## config.mk

```make
export PLATFORM = sky130hd
export DESIGN_NAME = reg_funsel_sequencer
export DESIGN_NICKNAME = d
export VERILOG_FILES = /design/src/rtl/reg_funsel_sequencer.sv
export SDC_FILE = /design/constraint.sdc
export NUM_CORES = 1
export LEC_CHECK = 0
export BUFFER_PORTS_ARGS = -buffer_cell sky130_fd_sc_hd__buf_2
export CAP_MARGIN = 25
export CORE_MARGIN = 4
export CORE_UTILIZATION = 30
export DETAILED_ROUTE_END_ITERATION = 6
export RECOVER_POWER = 100
export SLEW_MARGIN = 20
export SYNTH_ARGS = -nofsm -noshare
export SYNTH_HDL_FRONTEND = slang
export SYNTH_SLANG_ARGS = --single-unit
```

## constraint.sdc

```tcl
create_clock -name Clock -period 2.38 [get_ports Clock]
set_input_delay 0.476 -clock Clock [delete_from_list [all_inputs] [get_ports Clock]]
set_output_delay 0.476 -clock Clock [all_outputs]
set_load 0.05 [all_outputs]
```

## src/rtl/reg_funsel_sequencer.sv

```systemverilog
// Command sequencer for a 16-bit FunSel register: expands one handshake command into FunSel/I/E cycles.
// Optional REG_SHADOW_EN builds a shadow copy of the target register; otherwise Shadow reads zero.
module reg_funsel_sequencer #(
  parameter int unsigned CNT_W = 8
) (
  input  logic             Clock,
  input  logic             Reset,
  input  logic             CmdValid,
  output logic             CmdReady,
  input  logic [2:0]       CmdOp,
  input  logic [15:0]      CmdData,
  input  logic [CNT_W-1:0] CmdCount,
  output logic [2:0]       FunSel,
  output logic [15:0]      I,
  output logic             E,
  output logic             Busy,
  output logic             Done,
  output logic             Err,
  output logic [15:0]      Shadow
);

  typedef enum logic [1:0] {
    ST_IDLE     = 2'd0,
    ST_ISSUE    = 2'd1,
    ST_ISSUE_HI = 2'd2,
    ST_FIN      = 2'd3
  } state_e;

  localparam logic [2:0] OP_LOAD       = 3'b000;
  localparam logic [2:0] OP_CLEAR      = 3'b001;
  localparam logic [2:0] OP_INC_N      = 3'b010;
  localparam logic [2:0] OP_DEC_N      = 3'b011;
  localparam logic [2:0] OP_LOAD_SPLIT = 3'b100;
  localparam logic [2:0] OP_LOAD_ZX    = 3'b101;
  localparam logic [2:0] OP_LOAD_SX    = 3'b110;

  localparam logic [2:0] FS_DEC   = 3'b000;
  localparam logic [2:0] FS_INC   = 3'b001;
  localparam logic [2:0] FS_LOAD  = 3'b010;
  localparam logic [2:0] FS_CLEAR = 3'b011;
  localparam logic [2:0] FS_ZX    = 3'b100;
  localparam logic [2:0] FS_WR_LO = 3'b101;
  localparam logic [2:0] FS_WR_HI = 3'b110;
  localparam logic [2:0] FS_SX    = 3'b111;

  state_e           state_q, state_d;
  logic [2:0]       op_q, op_d;
  logic [CNT_W-1:0] cnt_q, cnt_d;
  logic [2:0]       funsel_q, funsel_d;
  logic [15:0]      i_q, i_d;
  logic             e_q, e_d;
  logic             busy_q, busy_d;
  logic             done_q, done_d;
  logic             err_q, err_d;
  logic             is_repeat_q;
  logic             accept;

  function automatic logic [2:0] op_to_funsel(input logic [2:0] op);
    case (op)
      OP_LOAD:       return FS_LOAD;
      OP_CLEAR:      return FS_CLEAR;
      OP_INC_N:      return FS_INC;
      OP_DEC_N:      return FS_DEC;
      OP_LOAD_SPLIT: return FS_WR_LO;
      OP_LOAD_ZX:    return FS_ZX;
      OP_LOAD_SX:    return FS_SX;
      default:       return FS_LOAD;
    endcase
  endfunction

  assign CmdReady    = (state_q == ST_IDLE) || (state_q == ST_FIN);
  assign accept      = CmdValid && CmdReady;
  assign is_repeat_q = (op_q == OP_INC_N) || (op_q == OP_DEC_N);

  always_comb begin
    state_d  = state_q;
    op_d     = op_q;
    cnt_d    = cnt_q;
    funsel_d = funsel_q;
    i_d      = i_q;
    e_d      = 1'b0;
    busy_d   = 1'b0;
    done_d   = 1'b0;
    err_d    = 1'b0;
    case (state_q)
      ST_ISSUE: begin
        // The counter holds the E cycles still owed including the current one.
        if (is_repeat_q && (cnt_q != CNT_W'(1))) begin
          cnt_d  = cnt_q - CNT_W'(1);
          e_d    = 1'b1;
          busy_d = 1'b1;
        end else if (op_q == OP_LOAD_SPLIT) begin
          state_d  = ST_ISSUE_HI;
          funsel_d = FS_WR_HI;
          e_d      = 1'b1;
          busy_d   = 1'b1;
        end else begin
          state_d = ST_FIN;
          done_d  = 1'b1;
        end
      end
      ST_ISSUE_HI: begin
        state_d = ST_FIN;
        done_d  = 1'b1;
      end
      default: begin
        state_d = ST_IDLE;
        if (accept) begin
          op_d  = CmdOp;
          cnt_d = CmdCount;
          if (CmdOp == 3'b111) begin
            err_d = 1'b1;
          end else if (((CmdOp == OP_INC_N) || (CmdOp == OP_DEC_N)) && (CmdCount == '0)) begin
            state_d = ST_FIN;
            done_d  = 1'b1;
          end else begin
            state_d  = ST_ISSUE;
            funsel_d = op_to_funsel(CmdOp);
            i_d      = CmdData;
            e_d      = 1'b1;
            busy_d   = 1'b1;
          end
        end
      end
    endcase
  end

  always_ff @(posedge Clock) begin
    if (Reset) begin
      state_q  <= ST_IDLE;
      op_q     <= '0;
      cnt_q    <= '0;
      funsel_q <= '0;
      i_q      <= '0;
      e_q      <= 1'b0;
      busy_q   <= 1'b0;
      done_q   <= 1'b0;
      err_q    <= 1'b0;
    end else begin
      state_q  <= state_d;
      op_q     <= op_d;
      cnt_q    <= cnt_d;
      funsel_q <= funsel_d;
      i_q      <= i_d;
      e_q      <= e_d;
      busy_q   <= busy_d;
      done_q   <= done_d;
      err_q    <= err_d;
    end
  end

  assign FunSel = funsel_q;
  assign I      = i_q;
  assign E      = e_q;
  assign Busy   = busy_q;
  assign Done   = done_q;
  assign Err    = err_q;

`ifdef REG_SHADOW_EN
  logic [15:0] shadow_q, shadow_d;

  // Applies the register's own semantics at the edge that ends each E cycle.
  always_comb begin
    shadow_d = shadow_q;
    if (e_q) begin
      case (funsel_q)
        FS_DEC:   shadow_d = shadow_q - 16'd1;
        FS_INC:   shadow_d = shadow_q + 16'd1;
        FS_LOAD:  shadow_d = i_q;
        FS_CLEAR: shadow_d = '0;
        FS_ZX:    shadow_d = {8'h00, i_q[7:0]};
        FS_WR_LO: shadow_d = {shadow_q[15:8], i_q[7:0]};
        FS_WR_HI: shadow_d = {i_q[15:8], shadow_q[7:0]};
        default:  shadow_d = {{8{i_q[7]}}, i_q[7:0]};
      endcase
    end
  end

  always_ff @(posedge Clock) begin
    if (Reset) shadow_q <= '0;
    else       shadow_q <= shadow_d;
  end

  assign Shadow = shadow_q;
`else
  assign Shadow = '0;
`endif

endmodule

```

==> results.yml <==
route:
  first_pass_iters: 4
  drc: 0
  routed_via_density: 5.18
  drt-initial-drc-count: 103
  drtAntennaViolNets: 0
  post_drt_wl_per_cell_um: 14.8
  num_vias: 1901
  routed_wirelength_um: 5440
worst_hold_path:
  hold_end: "I[0]$_SDFFE_PP0P_"
  min-delay-start: "CmdData[0]"
  hold_depth: 3
  hold_class: "input pin to flip-flop"
synthesis:
  synth_edf_count: 0
  synthMuxAreaShare_pct: 0
  synth_common_cells: "35 x dfxtp_1, 29 x a21oi_1, 26 x nand3_1"
  synthCells: 239
  synth_compound_area_share_pct: 27.2
  ys_ff_latch: 35
  netlist.area_leader.share_pct: 36.3
  yosysMostFrequentCell: "dfxtp_1"
  yosysTopAreaCell: "dfxtp_1"
  syn_area_per_cell_um2: 8.08
  ys_async_sr_fraction_pct: 0
  yosysWarnings: 0
  synth_fa_ha_area_share_pct: 3.24
  yosysSeqAreaShare_pct: 36.3
  syn_area_um2: 1930
  synth_top_family_by_area: "compound AO/OA/AOI/OAI gates"
  synth-xor-area-share_pct: 0.453
  synthFlopType: "dfxtp_1"
  synth_cell_types: 48
  yosys.area_share.simple_pct: 21.0
  ys_top_cells_by_area: "dfxtp_1 36%, a21oi_1 7.5%, nand3_1 6.7%, buf_4 6.6%, o21ai_0 5.4%"
floorplan:
  io_pins: 70
  dieArea_um2: 7790
  die_w_um: 88.2
  coreArea_um2: 6100
  start_util_pct: 31.7
  rows: 28
  fp.dieH_um: 88.2
clock_network:
  cts_tree: "yes"
  ctsResizeCount: 0
  cts_buffers: 5
  clkLatencyLatePin_ns: 0.30
  clockBufferDepth: 2
  numClockSinks: 35
  htreeDepth: 2
  cts-root-buf: "clkbuf_8"
  post_cts.repair.setup_buffers: 0
  clkTransAtPathRegs_ns: 0.08
  cts_hold_buf: 0
layout:
  areaGrowthSynthToFinish_pct: 17.2
  drive_gt1_share_pct: 18.2
  nets: 326
  fill_cells: 675
  insertedDiodeCount: 0
setup_path:
  crit_type: "flip-flop to flip-flop"
  rrSetupSlack_ns: 0.23
  rr_worst_depth: 6
  cp.arrival_ns: 2.34
  crit_slowest_cell: "a32oi_1"
  r2r-end: "cnt_q[0]$_SDFFE_PP0P_"
  critPathMaxStageDelay_ns: 0.54
  worst_setup_path_end_kind: "flip-flop"
  worst-path-buf-inv: 1
  crit_family: "compound AO/OA/AOI/OAI gates"
  worstPathCellList: "inv_1 > ha_1 > nor2b_1 > a32oi_1 > nand2_1 > o311a_1"
  required_ns: 2.57
  critical_path.startpoint_type: "flip-flop"
  regToRegStartpoint: "cnt_q[1]$_SDFFE_PP0P_"
  path_max_fanout: 6
power:
  intPower_w: 0.00140
  switchingPower_w: 0.00132
  power_w: 0.00272
  p_clk_share_pct: 17.5
  ir_worst_vdd_mv: 0.456
  p_comb_share_pct: 50.9
  p_seq_share_pct: 31.6
  pwr_density_cell_nw_per_um2: 1200
  swShare_pct: 48.6
  leakagePower_nw: 0.872
sta:
  min_period_ns: 2.15
  setup_viol: 0
  relSlewSlack_pct: 54.9
  fmax_ghz: 0.466
  clock_skew_ns: 0.00841
  rsz0062_at_grt: "no"
  fin_crit_sh_pct: 90.1
  hold_viol: 0
  worstMarginPinSlew_ns: 0.668
  finalSetupTns_ns: 0
  maxSlewViolCount: 0
  setup_slack_ns: 0.235
global_routing:
  grt_pass1_vias: 1833
  overflow: 0
  antenna_found_initial: 0
  grt_max_degree: 23
  grt_pass1_wl_um: 8860
  grt_usage_pct: 14.6
placement:
  finalWeightedCongestion: 0.881
  pre_cts_slack_ns: 0.358
  hpwl_um: 4020
  io_buffers: 53
status:
  status: "finished clean"
flow_run:
  maxCapViolCount: 0
-- metal layers --
layer,wire length [um],vias to the layer above,global-route usage [%]
met5,0,-,0
met4,106,0,6.32
met3,537,12,4.56
met2,2370,86,22.0
met1,2420,858,19.4
li1,-,945,-
-- layout make-up --
cell class	instances	area [um2]	share of cell area [%]
timing repair buffer	63	300	13.3
tap	75	93.8	4.14
sequential	35	701	30.9
clock buffer	6	82.6	3.65
multi-input combinational	177	1040	45.8
clock inverter	2	16.3	0.718
inverter	9	33.8	1.49
-- power by group through the flow --
stage	registers, W	clock network [W]	logic (W)
after floorplan	0.00108	0	0.000899
after global placement	0.000875	0	0.00145
after detailed placement	0.000872	0	0.00144
after CTS	0.000860	0.000496	0.00145
after global routing	0.000881	0.000516	0.00152
final	0.000861	0.000475	0.00139
-- how the worst max path moves through the flow --
stage                            endpoint                     from  cells past startpoint
floorplan           cnt_q[3]$_SDFFE_PP0P_  state_q[0]$_SDFFE_PP0P_                      8
global placement    cnt_q[4]$_SDFFE_PP0P_  state_q[0]$_SDFFE_PP0P_                      6
detailed placement  cnt_q[4]$_SDFFE_PP0P_  state_q[0]$_SDFFE_PP0P_                      6
CTS                 cnt_q[4]$_SDFFE_PP0P_  state_q[0]$_SDFFE_PP0P_                      6
global route        cnt_q[7]$_SDFFE_PP0P_    cnt_q[1]$_SDFFE_PP0P_                      6
finish              cnt_q[0]$_SDFFE_PP0P_    cnt_q[1]$_SDFFE_PP0P_                      6
-- logic make-up after synthesis --
kind of cell	Yosys count
AO/OA/AOI/OAI	78
AND/OR/NAND/NOR	77
buffers and inverters	42
flip-flops	35
adder cells (fa/ha/maj)	5
XOR/XNOR	1
other	1
-- cells in the final DEF, fill, tap and decap left out, types with 3 or more instances in the layout --
cell type  Yosys  routed
a21oi_1       29      29
buf_2          3      29
buf_4         17       7
clkbuf_1      12      26
clkbuf_8       0       6
conb_1         1      16
dfxtp_1       35      35
ha_1           5       5
inv_1          9       9
nand2_1       12      12
nand3_1       26      26
nor2_1        11      11
nor2b_1        5       5
nor3_1         7       7
o21ai_0       21      21
o311ai_0       2       3
o31ai_1        5       5
or3b_2         3       3
-- worst min-delay path, stage by stage --
cell,delay (ns)
buf_2,0.09
nand3_1,0.05
a21oi_1,0.05
-- flip-flops by register name, indices dropped and copies added, names as in the netlist --
register	count
I	16
cnt_q	8
FunSel	3
op_q	3
state_q	2
Busy	1
Done	1
Err	1
-- through the flow --
stage          hold WS (ns)  std cells  utilization, %  area, um2
5_1_grt               0.417        367            37.2       2260
4_1_cts               0.413        367            38.2       2330
6_report              0.427        367            37.2       2260
3_3_place_gp          0.450        359            36.6       2230
2_1_floorplan         0.432        254               -       1990
3_5_place_dp          0.462        359            36.6       2230
Note: power is estimated with default switching activity, not from simulation.
